$ cat src/rtl/reindeer_decode_stage_hs.sv
// RV32 decode stage with valid/ready handshakes, a 1-entry skid buffer, flush and illegal detection.
// Optional macro REINDEER_DECODE_RV32M_EN enables decoding of the M extension (OP with IR[25]=1).
module reindeer_decode_stage_hs #(
  parameter int unsigned XLEN          = 32,
  parameter int unsigned PC_BITWIDTH   = 32,
  parameter int unsigned REG_ADDR_BITS = 5,
  parameter int unsigned CSR_BITS      = 12
) (
  input  logic                     clk,
  input  logic                     reset_n,
  input  logic                     sync_reset,
  input  logic                     flush,
  input  logic                     in_valid,
  output logic                     in_ready,
  input  logic [XLEN-1:0]          IR_in,
  input  logic [PC_BITWIDTH-1:0]   PC_in,
  output logic [REG_ADDR_BITS-1:0] rs1,
  output logic [REG_ADDR_BITS-1:0] rs2,
  output logic [CSR_BITS-1:0]      csr,
  output logic                     csr_read_enable,
  output logic                     out_valid,
  input  logic                     out_ready,
  output logic [XLEN-1:0]          IR_out,
  output logic [PC_BITWIDTH-1:0]   PC_out,
  output logic [19:0]              ctl_vec,
  output logic                     illegal
);

  typedef enum logic [4:0] {
    OPC_LOAD     = 5'b00000,
    OPC_MISC_MEM = 5'b00011,
    OPC_OP_IMM   = 5'b00100,
    OPC_AUIPC    = 5'b00101,
    OPC_STORE    = 5'b01000,
    OPC_OP       = 5'b01100,
    OPC_LUI      = 5'b01101,
    OPC_BRANCH   = 5'b11000,
    OPC_JALR     = 5'b11001,
    OPC_JAL      = 5'b11011,
    OPC_SYSTEM   = 5'b11100
  } opcode_t;

  typedef enum logic [1:0] {
    ST_EMPTY = 2'd0,
    ST_ONE   = 2'd1,
    ST_FULL  = 2'd2
  } state_t;

  // First field is the MSB, so ctl_vec bit 0 is load_x_rs1.
  typedef struct packed {
    logic wfi;
    logic mret;
    logic misc_mem;
    logic csr_write;
    logic csr;
    logic system;
    logic store;
    logic load;
    logic branch;
    logic jalr;
    logic jal;
    logic auipc;
    logic lui;
    logic mul_div_funct3;
    logic alu_funct3;
    logic save_rd;
    logic load_y_store_off12;
    logic load_y_imm12;
    logic load_y_rs2;
    logic load_x_rs1;
  } ctl_t;

  typedef struct packed {
    logic [XLEN-1:0]        ir;
    logic [PC_BITWIDTH-1:0] pc;
    ctl_t                   ctl;
    logic                   illegal;
    logic                   csr_rd;
  } bundle_t;

  state_t  r_state;
  state_t  w_state_nxt;
  logic    r_in_ready;
  bundle_t r_out;
  bundle_t r_skid;
  bundle_t w_dec;

  logic    w_accept;
  logic    w_xfer;
  logic    w_ld_out_dec;
  logic    w_ld_out_skid;
  logic    w_ld_skid;

  ctl_t    w_ctl;
  logic    w_csr_rd;
  logic    w_known;
  logic    w_use_rd;
  logic    w_use_rs1;
  logic    w_use_rs2;
  logic    w_f3_bad;
  logic    w_mul_bad;
  logic    w_e_bad;
  logic    w_len_bad;
  logic    w_illegal;
  logic [2:0] w_f3;

  assign rs1 = IR_in[15 +: REG_ADDR_BITS];
  assign rs2 = IR_in[20 +: REG_ADDR_BITS];
  assign csr = IR_in[20 +: CSR_BITS];

  assign w_f3 = IR_in[14:12];

  always_comb begin
    w_ctl     = '0;
    w_csr_rd  = 1'b0;
    w_known   = 1'b1;
    w_use_rd  = 1'b0;
    w_use_rs1 = 1'b0;
    w_use_rs2 = 1'b0;
    w_f3_bad  = 1'b0;
    w_mul_bad = 1'b0;
    case (opcode_t'(IR_in[6:2]))
      OPC_OP_IMM: begin
        w_ctl.load_x_rs1   = 1'b1;
        w_ctl.load_y_imm12 = 1'b1;
        w_ctl.save_rd      = 1'b1;
        w_ctl.alu_funct3   = 1'b1;
        w_use_rd           = 1'b1;
        w_use_rs1          = 1'b1;
      end
      OPC_OP: begin
        w_ctl.load_x_rs1 = 1'b1;
        w_ctl.load_y_rs2 = 1'b1;
        w_ctl.save_rd    = 1'b1;
        w_use_rd         = 1'b1;
        w_use_rs1        = 1'b1;
        w_use_rs2        = 1'b1;
        if (IR_in[25]) begin
`ifdef REINDEER_DECODE_RV32M_EN
          w_ctl.mul_div_funct3 = 1'b1;
`else
          w_mul_bad = 1'b1;
`endif
        end else begin
          w_ctl.alu_funct3 = 1'b1;
        end
      end
      OPC_LUI: begin
        w_ctl.lui     = 1'b1;
        w_ctl.save_rd = 1'b1;
        w_use_rd      = 1'b1;
      end
      OPC_AUIPC: begin
        w_ctl.auipc   = 1'b1;
        w_ctl.save_rd = 1'b1;
        w_use_rd      = 1'b1;
      end
      OPC_JAL: begin
        w_ctl.jal     = 1'b1;
        w_ctl.save_rd = 1'b1;
        w_use_rd      = 1'b1;
      end
      OPC_JALR: begin
        w_ctl.jalr         = 1'b1;
        w_ctl.load_x_rs1   = 1'b1;
        w_ctl.load_y_imm12 = 1'b1;
        w_ctl.save_rd      = 1'b1;
        w_use_rd           = 1'b1;
        w_use_rs1          = 1'b1;
      end
      OPC_BRANCH: begin
        w_ctl.branch     = 1'b1;
        w_ctl.load_x_rs1 = 1'b1;
        w_ctl.load_y_rs2 = 1'b1;
        w_use_rs1        = 1'b1;
        w_use_rs2        = 1'b1;
      end
      OPC_LOAD: begin
        // Write-back for loads comes from the memory unit, not from this bundle.
        w_ctl.load         = 1'b1;
        w_ctl.load_x_rs1   = 1'b1;
        w_ctl.load_y_imm12 = 1'b1;
        w_use_rd           = 1'b1;
        w_use_rs1          = 1'b1;
      end
      OPC_STORE: begin
        w_ctl.store              = 1'b1;
        w_ctl.load_x_rs1         = 1'b1;
        w_ctl.load_y_rs2         = 1'b1;
        w_ctl.load_y_store_off12 = 1'b1;
        w_use_rs1                = 1'b1;
        w_use_rs2                = 1'b1;
      end
      OPC_MISC_MEM: begin
        w_ctl.misc_mem = 1'b1;
      end
      OPC_SYSTEM: begin
        w_ctl.system     = 1'b1;
        w_ctl.load_x_rs1 = 1'b1;
        w_ctl.mret       = (w_f3 == 3'b000) && (IR_in[24:20] == 5'b00010);
        w_ctl.wfi        = (w_f3 == 3'b000) && (IR_in[24:20] == 5'b00101);
        w_ctl.csr        = |w_f3;
        w_ctl.save_rd    = |w_f3;
        w_ctl.csr_write  = |IR_in[19:15];
        w_csr_rd         = |w_f3;
        w_use_rd         = |w_f3;
        // Immediate CSR forms carry a zimm in the rs1 field, not a register index.
        w_use_rs1        = (|w_f3) & ~w_f3[2];
        w_f3_bad         = (w_f3 == 3'b100);
      end
      default: w_known = 1'b0;
    endcase

    w_len_bad = (IR_in[1:0] != 2'b11);
    w_e_bad   = (REG_ADDR_BITS < 5) &&
                ((w_use_rd & IR_in[11]) | (w_use_rs1 & IR_in[19]) | (w_use_rs2 & IR_in[24]));
    w_illegal = w_len_bad | ~w_known | w_mul_bad | w_f3_bad | w_e_bad;

    if (w_len_bad | ~w_known | w_mul_bad) begin
      w_ctl    = '0;
      w_csr_rd = 1'b0;
    end
  end

  always_comb begin
    w_dec         = '0;
    w_dec.ir      = IR_in;
    w_dec.pc      = PC_in;
    w_dec.ctl     = w_ctl;
    w_dec.illegal = w_illegal;
    w_dec.csr_rd  = w_csr_rd;
  end

  assign out_valid = (r_state != ST_EMPTY);
  assign in_ready  = r_in_ready;
  assign w_accept  = in_valid & r_in_ready;
  assign w_xfer    = out_valid & out_ready;

  always_ff @(posedge clk or negedge reset_n) begin
    if (!reset_n) begin
      r_state    <= ST_EMPTY;
      r_in_ready <= 1'b0;
    end else begin
      r_state    <= w_state_nxt;
      r_in_ready <= (w_state_nxt != ST_FULL);
    end
  end

  always_comb begin
    w_state_nxt   = r_state;
    w_ld_out_dec  = 1'b0;
    w_ld_out_skid = 1'b0;
    w_ld_skid     = 1'b0;
    if (flush | sync_reset) begin
      w_state_nxt = ST_EMPTY;
    end else begin
      case (r_state)
        ST_EMPTY: begin
          if (w_accept) begin
            w_state_nxt  = ST_ONE;
            w_ld_out_dec = 1'b1;
          end
        end
        ST_ONE: begin
          if (w_accept && w_xfer) begin
            w_ld_out_dec = 1'b1;
          end else if (w_accept) begin
            w_state_nxt = ST_FULL;
            w_ld_skid   = 1'b1;
          end else if (w_xfer) begin
            w_state_nxt = ST_EMPTY;
          end
        end
        ST_FULL: begin
          if (w_xfer) begin
            w_state_nxt   = ST_ONE;
            w_ld_out_skid = 1'b1;
          end
        end
        default: w_state_nxt = ST_EMPTY;
      endcase
    end
  end

  always_ff @(posedge clk or negedge reset_n) begin
    if (!reset_n) begin
      r_out  <= '0;
      r_skid <= '0;
    end else begin
      if (w_ld_out_dec) begin
        r_out <= w_dec;
      end else if (w_ld_out_skid) begin
        r_out <= r_skid;
      end
      if (w_ld_skid) begin
        r_skid <= w_dec;
      end
    end
  end

  assign IR_out          = r_out.ir;
  assign PC_out          = r_out.pc;
  assign ctl_vec         = r_out.ctl;
  assign csr_read_enable = r_out.csr_rd;
  assign illegal         = r_out.illegal & out_valid;

endmodule

$ cat config.mk
export PLATFORM = sky130hd
export DESIGN_NAME = reindeer_decode_stage_hs
export DESIGN_NICKNAME = d
export VERILOG_FILES = /design/src/rtl/reindeer_decode_stage_hs.sv
export SDC_FILE = /design/constraint.sdc
export NUM_CORES = 1
export LEC_CHECK = 0
export ABC_AREA = 0
export ABC_CLOCK_PERIOD_IN_PS = 6290
export BUFFER_PORTS_ARGS = -buffer_cell sky130_fd_sc_hd__clkbuf_2
export CAP_MARGIN = 25
export CORE_MARGIN = 2
export CORE_UTILIZATION = 45
export CTS_BUF_LIST = sky130_fd_sc_hd__clkbuf_16
export CTS_CLUSTER_DIAMETER = 120
export DETAILED_ROUTE_END_ITERATION = 7
export MAX_ROUTING_LAYER = met4
export PLACE_DENSITY = 0.7
export SYNTH_ARGS = -nofsm -noshare
export SYNTH_HDL_FRONTEND = slang
export SYNTH_SLANG_ARGS = --single-unit
$ cat constraint.sdc
create_clock -name clk -period 6.29 [get_ports clk]
set_clock_uncertainty 0.2 [all_clocks]
set_input_delay 1.258 -clock clk [delete_from_list [all_inputs] [get_ports clk]]
set_output_delay 1.258 -clock clk [all_outputs]
set_load 0.01 [all_outputs]
# ---- Yosys cells after proc, flatten, opt, wreduce, memory -nomap -nowiden
# Index checks and enable logic that the tools add are counted.
dict set report word_totals {
  ff_bits 175
  input_bits 70
  elab_cells 132
}
dict set report classes {
  n_eq_ne 17
  mux 42
  bitwise 8
  n_reduce_logical 15
}
# operator count
set op_table {}
lappend op_table {{$mux W86} 2}
lappend op_table {{$mux W1} 27}
lappend op_table {{$eq A5 B5 Y1 const B} 4}
lappend op_table {{$mux W20} 1}
lappend op_table {{$eq A5 B3 Y1 const B} 3}
lappend op_table {{$eq A5 B4 Y1 const B} 3}
lappend op_table {{$mux W2} 7}
lappend op_table {{$reduce_or A11 Y1} 1}
lappend op_table {{$eq A5 B2 Y1 const B} 2}
lappend op_table {{$reduce_or A3 Y1} 3}
lappend op_table {{$reduce_or A7 Y1} 1}
lappend op_table {{$pmux W1 S2} 3}
lappend op_table {{$pmux W2 S3} 1}
lappend op_table {{$reduce_or A6 Y1} 1}
lappend op_table {{$logic_not A5 Y1} 1}
lappend op_table {{$reduce_or A5 Y1} 1}
lappend op_table {{$ne A2 B2 Y1 const B} 2}
lappend op_table {{$or A1 B1 Y1} 4}
lappend op_table {{$reduce_bool A2 Y1} 2}
lappend op_table {{$and A1 B1 Y1} 3}
lappend op_table {{$eq A3 B3 Y1 const B} 1}
lappend op_table {{$logic_and A1 B1 Y1} 3}
lappend op_table {{$logic_not A3 Y1} 1}
lappend op_table {{$mux W3} 1}
lappend op_table {{other kinds (4)} 4}

# ---- Longest topological paths before layout
# Gate-level depths: netlist of run 1.
dict set report depth {
  ltp_word 8
  mapped_depth 8
}

# ---- Least setup slack after synthesis of run 1
# No wires, ideal clock.
dict set report synth_timing {
  kind {input to output}
  startpoint {in IR_in[20]}
  endpoint {out csr[0]}
  t_arrival_ns 1.377
  t_required_ns 4.832
  path_slack_ns 3.455
  stages 1
  path_buffers 1
  cell_sequence {buf_4}
}
# element line_no
set synth_lines {}
lappend synth_lines {{start, declared} 15} ;# input logic [XLEN-1:0] IR_in,
lappend synth_lines {{end, declared} 19} ;# output logic [CSR_BITS-1:0] csr,
# No word-level cell between the ends.

# ---- Worst setup path after layout of run 1
dict set report layout_timing {
  startpoint {in sync_reset}
  endpoint {reg r_out, in the netlist ctl_vec[4]}
}
dict set report layout_via {
  elab_chain_cells 3
}
# element line_no
set layout_rtl {}
lappend layout_rtl {{start, declared} 11} ;# input logic sync_reset,
lappend layout_rtl {{$or A1 B1 Y1 *} 254} ;# if (flush | sync_reset) begin
lappend layout_rtl {{$mux W1} 254}
lappend layout_rtl {{$mux W86 or $reduce_bool A2 Y1 (tied branches)} n/a}
lappend layout_rtl {{end signal, assigned} 291} ;# r_out <= w_dec;
lappend layout_rtl {{end signal, assigned} 293} ;# r_out <= r_skid;
lappend layout_rtl {{end, declared} 84} ;# bundle_t r_out;
# Every way passes the cells marked *; elsewhere a longest branch is shown, timed or not.
# A chain may end at the register's enable or synchronous reset.

==> results of run 1 <==
-- sequential cells by signal (all words and copies together), names as in the netlist --
| signal | cells |
|---|---|
| ctl_vec | 18 |
| IR_out | 32 |
| r_skid | 83 |
| r_out | 1 |
| r_state | 2 |
| PC_out | 32 |
| in_ready | 1 |
-- critical path, delay by kind of cell --
kind | cells | cell delay, ns
compound gates | 1 | 0.22
buf+inv | 1 | 0.09
simple gates | 4 | 1.83
-- logic make-up after synthesis --
| family | count (synthesis) | share of synthesized area |
|---|---|---|
| flops | 169 | 0.5495 |
| buf+inv | 197 | 0.1523 |
| compound gates | 132 | 0.1304 |
| mux | 63 | 0.09202 |
| other cells | 1 | 0.0004873 |
| simple gates | 127 | 0.07527 |
-- power groups by stage --
stage / logic (W) / registers, W / clock network, W
after floorplan: 0.000335 / 0.00131 / 0
after global placement: 0.000377 / 0.00133 / 0
after detailed placement: 0.000388 / 0.00133 / 0
after CTS: 0.000388 / 0.00131 / 0.00103
after global routing: 0.000425 / 0.00133 / 0.00108
final: 0.000380 / 0.00132 / 0.00100
-- final cells by class --
class                   count  share of cell area
flip-flops and latches    169              0.4934
multi-input cells         323              0.2702
repair buffers            188              0.1162
clock buffers              17             0.04964
well taps                 220             0.03212
inverters                  51             0.02234
clock inverters            14             0.01577
diodes                      1           0.0002920
-- worst min-delay path by stage --
stage                                         to  slack [ns]
after floorplan           r_skid[13]$_DFFE_PN0P_        0.24
after global placement    r_skid[16]$_DFFE_PN0P_        0.26
after detailed placement  r_skid[13]$_DFFE_PN0P_        0.26
after CTS                 r_skid[13]$_DFFE_PN0P_        0.28
after global routing      r_skid[10]$_DFFE_PN0P_        0.31
final                     r_skid[13]$_DFFE_PN0P_        0.28
-- layout by cell type (no fill, tap or decap), drive strengths merged, types with 2 or more instances in the layout --
master	instances
or4	2
a31oi	2
a21oi	3
mux2	62
a221o	2
nor2b	6
o21ai	36
or2	3
buf	11
nand4	2
a222oi	48
a22oi	16
o22ai	15
nor3b	2
clkinv	8
inv	52
or3	2
nor2	44
clkinvlp	3
nand2	41
dfrtp	169
nand2b	3
bufinv	2
nand3	9
nand3b	2
nor3	5
clkbuf	194
nand4b	3
-- metal layers --
layer,vias up,track usage,part of all wire
li1,2453,-,-
met1,2687,0.2659,0.45
met2,179,0.3051,0.48
met3,11,0.05030,0.064
met4,0,0.05556,0.0090
met5,-,-,0
-- stage by stage --
stage	area, um^2	hold slack (ns)	setup WS, ns	utilization	total power, W
3_3_place_gp	7969	0.2589	2.598	0.4788	0.001705
5_1_grt	8571	0.3063	2.844	0.5150	0.002834
4_1_cts	8568	0.2763	3.019	0.5148	0.002732
2_1_floorplan	7696	0.2436	3.455	-	0.001642
6_report	8571	0.2771	3.042	0.5150	0.002697
3_5_place_dp	8008	0.2620	2.571	0.4812	0.001720
-- cell usage after synthesis (all sizes together) (3+ instances only) --
cell,instances
inv,51
a222oi,48
o22ai,15
mux2,62
a22oi,16
buf,123
dfrtp,169
o21ai,36
nor3,5
nand2,41
nor2,44
nand4b,3
or2,3
a21oi,3
clkbuf,23
nand2b,3
nor2b,6
nand3,9
==> summary.md, run 1 <==
| Metric | Value |
|---|---|
| Post-CTS Hold Fix Bufs | `0` |
| Final Hold Vio Count | `0` |
| Worst stage delay on the critical path | `0.68 ns` |
| CTS Buf Count | `17` |
| GRT Total Usage | `0.1995` |
| Area growth syn-to-layout | `11.36%` |
| Worst Tran Pin Value | `just under 0.9 ns` |
| CP max-delay cell | `or3_1` |
| Leak Pwr | `4.453 nW` |
| Synth area leaders | `dfrtp_1, buf_4, mux2_2` |
| Slew Limit Fails | `0` |
| Crit path launch | `sync_reset` |
| Register area share after synthesis | `0.5495` |
| Share of cells above drive strength 1 | `0.3727` |
| Largest net degree at the start of global routing | `75` |
| Max H-tree Level | `4` |
| Syn_nets | `around 760` |
| Cell count of the worst reg-to-reg path | `6` |
| Total grt overflow | `0` |
| Slew headroom | `0.4053` |
| Reg2Reg Setup Slack | `3.58 ns` |
| Post-synth top flop | `dfrtp_1` |
| Combinational cell fraction of total power | `0.141` |
| Critical path required time | `6.43 ns` |
| CP Max Fanout | `23` |
| RSZ-0062 raised after global routing | `false` |
| Int Pwr | `0.001988 W` |
| Switching Share | `0.2628` |
| CTS root buffer | `clkbuf_16` |
| Avg WL per Cell | `17.35 um` |
| Sequential Power Share | `0.488` |
| Crit-path cells | `clkbuf_2 > or2_1 > nor2_1 > nand2_1 > or3_1 > o21ai_0` |
| Vias | `5330` |
| Initial Utilization | `0.4624` |
| Final setup fails | `0` |
| Cell taking the most area after synthesis | `dfrtp_1` |
| Area fraction of the dominant cell type after synthesis | `0.5495` |
| Initial DRT Pass Iterations | `8` |
| Syn Std Cell Area | `0.007696 mm^2` |
| PortBufs | `178` |
| Hold Path Depth | `2` |
| NetSw | `0.0007087 W` |
| Die width | `between 100 and 150 um` |
| Period utilization | `0.5164` |
| Layout fillers | `about 1.5k` |
| Worst Setup Path Type | `in2reg` |
| Placeable Area | `about 0.017 mm^2` |
| Post-CTS Setup Inserts | `0` |
| EDFF count, synth | `0` |
| DR vias/cell | `5.422` |
| Clock power frac | `0.371` |
| CP arrival | `3.38 ns` |
| Global-route wire length before repair | `27620 um` |
| Synth warn | `0` |
| FFs w/ async S/R, synth | `1.000` |
| Row cnt | `47` |
| Sequential cell area | `around 0.0042 mm^2` |
| Multi-input logic area | `0.002316 mm^2` |
| Fmax | `0.3079 GHz` |
| Crit path time final | `3.248 ns` |
| Vias in the first global route | `between 5k and 6k` |
| Syn avg cell area | `about 11 um^2` |
| Layout Nets | `820` |
| Area of the die | `between 0.015 and 0.02 mm^2` |
| CTS Buffer Depth | `2` |
| CTS Sinks | `169` |
| Final Wtd Congestion | `0.8136` |
| Max Cap Viol | `0` |
| Die Y | `134.8 um` |
| Wirelength, routed | `17060 um` |
| Synth cell types | `45` |
| Placed cell count | `951` |
| Top Ports | `180` |
| Routed Antenna Nets | `0` |
| Layout Cells excl Fill | `983` |
| CP endpoint kind | `register` |
| R2r startpoint | `r_state[0]$_DFF_PN0_` |
| Worst-path clk slew | `0.07 ns` |
| Flops & latches, synth | `about 170` |
| Hold Path Origin | `r_skid[13]$_DFFE_PN0P_` |
| Post-Synthesis Cells | `approximately 690` |
| Number of DRC markers in iteration 0 | `557` |
| Detailed Place HPWL | `approximately 11000 um` |
| Drt drc | `0` |
| CTS tree | `yes` |
| PD cells | `314.7 mW/mm^2` |
| Outcome | `finished clean` |
| Nature of the critical path startpoint | `input port` |
| Initial antenna violation count | `1` |
| Hold WC Path Type | `reg2reg` |
| Critical R2R Capture | `ctl_vec[19]$_DFFE_PN0P_` |
| Max IR drop VDD | `0.1890 mV` |
| Final TNS setup | `0 ns` |
| PostCTS Resize Cnt | `0` |
| Worst skew pair latency | `0.42 ns` |
| CP Capture Point | `ctl_vec[4]$_DFFE_PN0P_` |
Power figures use the tool's default switching activity.
==> inputs of run 2 (changes only) <==
- ABC_AREA: 0 -> 1
- ABC_CLOCK_PERIOD_IN_PS: 6290 -> 3280
- PLACE_DENSITY: 0.7 -> 0.69
- clock period: 6.29 -> 3.28 ns (I/O delays scaled with it)
==> summary.md, run 2 <==
| Metric | Value |
|---|---|
| Commonest cells post-synth | `nand2_1, dfrtp_1, buf_4, inv_1, o21ai_0 (was dfrtp_1, buf_4, mux2_2, inv_1, a222oi_1)` |
| Synth area leaders | `dfrtp_1, nand2_1, buf_4 (was dfrtp_1, buf_4, mux2_2)` |
| Post-Synth XOR/XNOR Area | `0 (unchanged)` |
| GRT Total Usage | `0.2058 (was 0.1995)` |
| Switching Share | `0.2742 (was 0.2628)` |
| Area growth syn-to-layout | `9.995% (was 11.36%)` |
| Flops & latches, synth | `169 (unchanged)` |
| DR vias/cell | `4.893 (was 5.422)` |
| Syn_nets | `1042 (was 759)` |
| Cell taking the most area after synthesis | `dfrtp_1 (unchanged)` |
| Failing checks | `design-rule violations` |
| Adder-cell area share of the yosys netlist | `0 (unchanged)` |
| Hold WC Path Type | `in2async (was reg2reg)` |
| Multiplexer share of the synthesized area | `0 (was 0.09202)` |
| Number of DRC markers in iteration 0 | `425 (was 557)` |
| Simple-gate portion of the synthesized area | `0.2119 (was 0.07527)` |
| Drt drc | `8 (was 0)` |
| Post-Synthesis Cells | `972 (was 689)` |
| CP Max Fanout | `45 (was 23)` |
| CTS Sinks | `169 (unchanged)` |
| PD cells | `586.2 mW/mm^2 (was 314.7 mW/mm^2)` |
| Vias in the first global route | `6091 (was 5167)` |
| Synth cell types | `30 (was 45)` |
| Cell count of the worst reg-to-reg path | `9 (was 6)` |
| Final Wtd Congestion | `0.8446 (was 0.8136)` |
| ANT cells | `0 (was 1)` |
| Die Y | `140.0 um (was 134.8 um)` |
| Period utilization | `0.6741` |
| Leak Pwr | `4.854 nW (was 4.453 nW)` |
| Post-CTS Setup Inserts | `0 (unchanged)` |
| Final Hold Vio Count | `0 (unchanged)` |
| Slew headroom | `0.5333 (was 0.4053)` |
| Initial antenna violation count | `0 (was 1)` |
| Area fraction of the dominant cell type after synthesis | `0.5080 (was 0.5495)` |
| Largest net degree at the start of global routing | `70 (was 75)` |
| Max reg flops | `83 (unchanged)` |
| Clock power frac | `0.383 (was 0.371)` |
| Register area share after synthesis | `0.5080 (was 0.5495)` |
| Layout fillers | `1702 (was 1514)` |
| CTS Buffer Depth | `2 (unchanged)` |
| Worst-path clk slew | `0.06 ns (was 0.07 ns)` |
| NetSw | `0.001472 W (was 0.0007087 W)` |
| Pre-CTS WS | `0.6396 ns (was 2.571 ns)` |
| Worst skew pair latency | `0.42 ns (about the same)` |
| CP arrival | `2.37 ns (was 3.38 ns)` |
| Most frequent cell after synthesis | `nand2_1 (was dfrtp_1)` |
| Commonest cells after routing, fill and taps aside | `nand2_1, clkbuf_2, dfrtp_1 (was clkbuf_2, dfrtp_1, mux2_2)` |
| Initial Utilization | `0.4603 (was 0.4624)` |
| Crit-path cells | `nand2_1 > nand3_2 > nand2_2 > inv_2 > buf_4 > nand2_1 > nand2_1 > inv_1 > nand2_1 (was clkbuf_2 > or2_1 > nor2_1 > nand2_1 > or3_1 > o21ai_0)` |
| Combinational cell fraction of total power | `0.147 (was 0.141)` |
| Post-CTS Hold Fix Bufs | `0 (unchanged)` |
| Share of cells above drive strength 1 | `0.2548 (was 0.3727)` |
| Final worst slack | `1.069 ns (was 3.042 ns)` |
| FFs w/ async S/R, synth | `1.000 (unchanged)` |
| Detailed Place HPWL | `12520 um (was 11350 um)` |
| CTS tree | `yes (unchanged)` |
| Row cnt | `49 (was 47)` |
| Compound-cell area share of the yosys netlist | `0.09785 (was 0.1304)` |
| Sequential Power Share | `0.470 (was 0.488)` |
| Global-route wire length before repair | `31390 um (was 27620 um)` |
| Routed Antenna Nets | `0 (unchanged)` |
| Worst Setup Path Type | `reg2reg (was in2reg)` |
| CP endpoint kind | `register (unchanged)` |
| Top reg by flops | `r_skid (unchanged)` |
| Layout Nets | `1097 (was 820)` |
| Crit path time final | `about 2.2 ns` |
| Critical R2R Capture | `ctl_vec[4]$_DFFE_PN0P_ (was ctl_vec[19]$_DFFE_PN0P_)` |
| Placeable Area | `0.01809 mm^2 (was 0.01664 mm^2)` |
| Initial DRT Pass Iterations | `7 (was 8)` |
| Worst Tran Pin Value | `0.6990 ns (was 0.8899 ns)` |
| Max H-tree Level | `4 (unchanged)` |
| CP dominant cell by count | `nand2_1` |
| Die width | `140.0 um (was 134.8 um)` |
| Total grt overflow | `0 (unchanged)` |
| Vias | `6209 (was 5330)` |
| Final setup fails | `0 (unchanged)` |
| Int Pwr | `0.003896 W (was 0.001988 W)` |
| Largest family of logic cells by synthesized area | `simple AND/OR/NAND/NOR gates (was buffers and inverters)` |
| Slew Limit Fails | `0 (unchanged)` |
| Critical path required time | `3.43 ns (was 6.43 ns)` |
| Syn Std Cell Area | `0.008324 mm^2 (was 0.007696 mm^2)` |
| Worst stage delay on the critical path | `0.53 ns (was 0.68 ns)` |
| Max Cap Viol | `0 (unchanged)` |
| CTS Buf Count | `17 (unchanged)` |
| R2r startpoint | `r_state[0]$_DFF_PN0_ (unchanged)` |
| Nature of the critical path startpoint | `register (was input port)` |
| Reg2Reg Setup Slack | `1.07 ns (was 3.58 ns)` |
| Avg WL per Cell | `14.84 um (was 17.35 um)` |
| CP max-delay cell | `buf_4 (was or3_1)` |
| Top Ports | `180 (unchanged)` |
| Synth warn | `0 (unchanged)` |
| EDFF count, synth | `0 (unchanged)` |
| Max IR drop VDD | `0.3478 mV (was 0.1890 mV)` |
| Wirelength, routed | `18840 um (was 17060 um)` |
| Syn avg cell area | `8.564 um^2 (was 11.17 um^2)` |
| PostCTS Resize Cnt | `0 (unchanged)` |
| Post-synth top flop | `dfrtp_1 (unchanged)` |
| CTS root buffer | `clkbuf_16 (unchanged)` |
| PortBufs | `178 (unchanged)` |
| Fmax | `0.4523 GHz` |
| Outcome | `complete, but fails checks (was finished clean)` |
| RSZ-0062 raised after global routing | `false (unchanged)` |
| Most common cell after layout, fill and taps aside | `nand2_1 (was clkbuf_2)` |
| Area of the die | `0.01960 mm^2 (was 0.01816 mm^2)` |
| Final TNS setup | `0 ns (unchanged)` |
==> run 2: cell count changes in the layout (fill, tap and decap cells not counted), moves of 6 or more <==
cell      before  now
mux2_2        62    0
a22oi_1       16    0
nor2_1        43   37
o21ai_0       33   60
nand3_1        9   23
o211ai_1       1   44
inv_2          0    7
nand2_1       40  303
a222oi_1      48    0
nand3_2        0   21
inv_1         52  100
nor2b_1        6    0
==> run 2: logic make-up after synthesis <==
kind of cell,Yosys count
buffers and inverters,261
AND/OR/NAND/NOR,408
other,1
flip-flops,169
AO/OA/AOI/OAI,133
==> run 2: worst max-delay path by stage <==
stage,startpoint,endpoint,depth (start not counted)
after global placement,sync_reset,r_skid[75]$_DFFE_PN0P_,7
after floorplan,in_valid,IR_out[10]$_DFFE_PN0P_,9
after CTS,r_state[0]$_DFF_PN0_,ctl_vec[7]$_DFFE_PN0P_,9
final,r_state[0]$_DFF_PN0_,ctl_vec[4]$_DFFE_PN0P_,9
after global routing,r_state[0]$_DFF_PN0_,ctl_vec[2]$_DFFE_PN0P_,9
after detailed placement,out_ready,ctl_vec[7]$_DFFE_PN0P_,11
==> run 2: through the flow <==
| stage | instance area (um^2) | cells | hold slack, ns | utilization | total power, W |
|---|---|---|---|---|---|
| global placement | 8557 | 1237 | 0.2559 | 0.4731 | 0.003333 |
| detailed placement | 8557 | 1237 | 0.2613 | 0.4731 | 0.003360 |
| global route | 9156 | 1269 | 0.08302 | 0.5063 | 0.005655 |
| floorplan | 8324 | 972 | 0.1604 | - | 0.003194 |
| finish | 9156 | 1269 | 0.03752 | 0.5063 | 0.005368 |
| CTS | 9156 | 1269 | 0.06931 | 0.5063 | 0.005436 |
==> run 2: critical path, delay by kind of cell (launching register included) <==
family	cells	cell delay, ns
flip-flops	1	0.40
AND/OR/NAND/NOR	6	0.65
buffers and inverters	3	0.89
==> run 2: layer usage <==
| metal | share of wire | track usage |
|---|---|---|
| met1 | 0.46 | 0.2712 |
| met2 | 0.48 | 0.3212 |
| met3 | 0.049 | 0.04205 |
| met4 | 0.018 | 0.06752 |
| met5 | 0 | - |
==> run 2: power groups by stage <==
| stage | clock [W] | sequential [W] | combinational [W] |
|---|---|---|---|
| after global routing | 0.00220 | 0.00256 | 0.000900 |
| final | 0.00206 | 0.00252 | 0.000789 |
| after global placement | 0 | 0.00255 | 0.000779 |
| after detailed placement | 0 | 0.00256 | 0.000799 |
| after floorplan | 0 | 0.00252 | 0.000679 |
| after CTS | 0.00211 | 0.00253 | 0.000804 |
==> run 2: final cells by class <==
cell class | count | area [um^2] | area share
timing repair buffer | 190 | 1050 | 0.1146
multi-input combinational | 542 | 2590 | 0.2829
clock inverter | 15 | 173.9 | 0.01899
tap | 229 | 286.5 | 0.03129
inverter | 107 | 401.6 | 0.04386
sequential | 169 | 4229 | 0.4619
clock buffer | 17 | 425.4 | 0.04646
==> inputs of run 3 (changes only) <==
- ABC_AREA: 1 -> 0
- ABC_CLOCK_PERIOD_IN_PS: 3280 -> 2100
- PLACE_DENSITY: 0.69 -> 0.7
- clock period: 3.28 -> 2.1 ns (I/O delays scaled with it)
==> summary.md, run 3 (synthesis results as in run 1) <==
| Metric | Value |
|---|---|
| DR vias/cell | `5.425 (was 4.893)` |
| Max reg flops | `83 (unchanged)` |
| Drt drc | `1 (was 8)` |
| Crit path time final | `around 2 ns` |
| Finished Core Util | `0.5365 (was 0.5063)` |
| Routed Antenna Nets | `0 (unchanged)` |
| Avg WL per Cell | `17.47 um (was 14.84 um)` |
| CTS Buffer Depth | `2 (unchanged)` |
| Critical path required time | `1.48 ns (was 3.43 ns)` |
| Worst Hold Slack | `0.04321 ns (was 0.03752 ns)` |
| Initial antenna violation count | `1 (was 0)` |
| Share of cells above drive strength 1 | `0.4013 (was 0.2548)` |
| Nature of the critical path startpoint | `register (unchanged)` |
| Vias in the first global route | `5510 (was 6091)` |
| Top reg by flops | `r_skid (unchanged)` |
| Final setup fails | `0 (unchanged)` |
| Fmax | `0.4876 GHz` |
| Vias | `5485 (was 6209)` |
| PD cells | `920.5 mW/mm^2 (was 586.2 mW/mm^2)` |
| Max IR drop VDD | `0.5857 mV (was 0.3478 mV)` |
| Placeable Area | `0.01664 mm^2 (was 0.01809 mm^2)` |
| Row cnt | `47 (was 49)` |
| Fin area | `0.008929 mm^2 (was 0.009156 mm^2)` |
| CP Max Fanout | `5 (was 45)` |
| Layout fillers | `1439 (was 1702)` |
| R2r startpoint | `r_state[1]$_DFF_PN0_ (was r_state[0]$_DFF_PN0_)` |
| Max Cap Viol | `0 (unchanged)` |
| Dpl cell area | `0.008289 mm^2 (was 0.008557 mm^2)` |
| Largest net degree at the start of global routing | `47 (was 70)` |
| Commonest cells after routing, fill and taps aside | `clkbuf_2, dfrtp_1, mux2_2 (was nand2_1, clkbuf_2, dfrtp_1)` |
| Crit path launch | `r_state[0]$_DFF_PN0_ (unchanged)` |
| Slew Limit Fails | `0 (unchanged)` |
| CTS Buf Count | `17 (unchanged)` |
| PortBufs | `178 (unchanged)` |
| Initial DRT Pass Iterations | `8 (was 7)` |
| CTS Sinks | `169 (unchanged)` |
| Most common cell after layout, fill and taps aside | `clkbuf_2 (was nand2_1)` |
| Number of DRC markers in iteration 0 | `556 (was 425)` |
| Top Ports | `180 (unchanged)` |
| Reg2Reg Setup Slack | `0.14 ns (was 1.07 ns)` |
| Final Wtd Congestion | `0.8418 (was 0.8446)` |
| Die Y | `134.8 um (was 140.0 um)` |
| Pre-CTS WS | `-0.07655 ns (was 0.6396 ns)` |
| Outcome | `complete, but fails checks (unchanged)` |
| Leak Pwr | `4.637 nW (was 4.854 nW)` |
| CTS root buffer | `clkbuf_16 (unchanged)` |
| RSZ-0062 raised after global routing | `false (unchanged)` |
| Final Hold Vio Count | `0 (unchanged)` |
| Worst skew pair latency | `0.42 ns (about the same)` |
| GRT Total Usage | `0.2047 (was 0.2058)` |
| Failing checks | `design-rule violations (unchanged)` |
| CTS tree | `yes (unchanged)` |
| Total grt overflow | `0 (unchanged)` |
| Initial Utilization | `0.4624 (was 0.4603)` |
| Hold WC Path Type | `in2reg (was in2async)` |
| Final worst slack | `0.04922 ns (was 1.069 ns)` |
| Area of the die | `0.01816 mm^2 (was 0.01960 mm^2)` |
| Layout Nets | `847 (was 1097)` |
| Die width | `134.8 um (was 140.0 um)` |
| Detailed Place HPWL | `11820 um (was 12520 um)` |
| Area growth syn-to-layout | `16.01% (was 9.995%)` |
| Tot Pwr | `0.008218 W (was 0.005368 W)` |
| Global-route wire length before repair | `28350 um (was 31390 um)` |
| Max H-tree Level | `4 (unchanged)` |
| Worst Setup Path Type | `reg2out (was reg2reg)` |
| CP arrival | `1.43 ns (was 2.37 ns)` |
| Period utilization | `0.9766` |
| Wirelength, routed | `17660 um (was 18840 um)` |
| CP endpoint kind | `output pin (was register)` |
| Worst-path clk slew | `0.07 ns (was 0.06 ns)` |
| Hold Path Origin | `PC_in[26]` |
-- run 3: repair_timing --
action,in CTS,in global routing
cloned,0,0
buffers inserted,0,2
endpoints found under the setup margin,1,12
hold buffers,1,0
endpoints found under the hold margin,39,0
gates resized for setup,2,8
pin swaps,0,2
-- run 3: metrics by stage --
step | std cells | TNS, ns
global placement | 975 | 0
global route | 1011 | 0
detailed placement | 975 | -0.1374
finish | 1011 | 0
floorplan | 689 | 0
CTS | 1008 | 0
-- run 3: area by class of cell --
type                            count  area, um^2  area share
Antenna cell                        1       2.502   0.0002803
Timing Repair Buffer              215        1313      0.1470
Tap cell                          220       275.3     0.03083
Clock buffer                       17       425.4     0.04765
Sequential cell                   169        4229      0.4737
Inverter                           51       191.4     0.02144
Multi-Input combinational cell    323        2342      0.2623
Clock inverter                     15       150.1     0.01682
-- run 3: worst paths after layout --
path                       cells after the start                      to
max                                            4                 illegal
min                                            3  PC_out[26]$_DFFE_PN0P_
max reg2reg                                    6  r_skid[73]$_DFFE_PN0P_
min reg2reg                                    2   r_skid[4]$_DFFE_PN0P_
max in group asynchronous                      3  PC_out[16]$_DFFE_PN0P_
min in group asynchronous                      2  IR_out[22]$_DFFE_PN0P_
-- run 3: report_power, final --
group,internal [W],leakage [nW],switching (W)
logic,0.000578,2.17,0.000621
registers,0.00369,2.19,0.000242
clock network,0.00176,0.278,0.00133
-- run 3: critical path: stages (launching register included) --
cell	delay, ns
dfrtp_1	0.38
buf_6	0.13
or2_4	0.23
and2_4	0.16
buf_6	0.11
-- run 3: layer usage --
metal	global-route usage	wire (um)
met5	-	0
met4	0.06725	265
met3	0.05330	1192
met2	0.3091	8320
met1	0.2709	7880
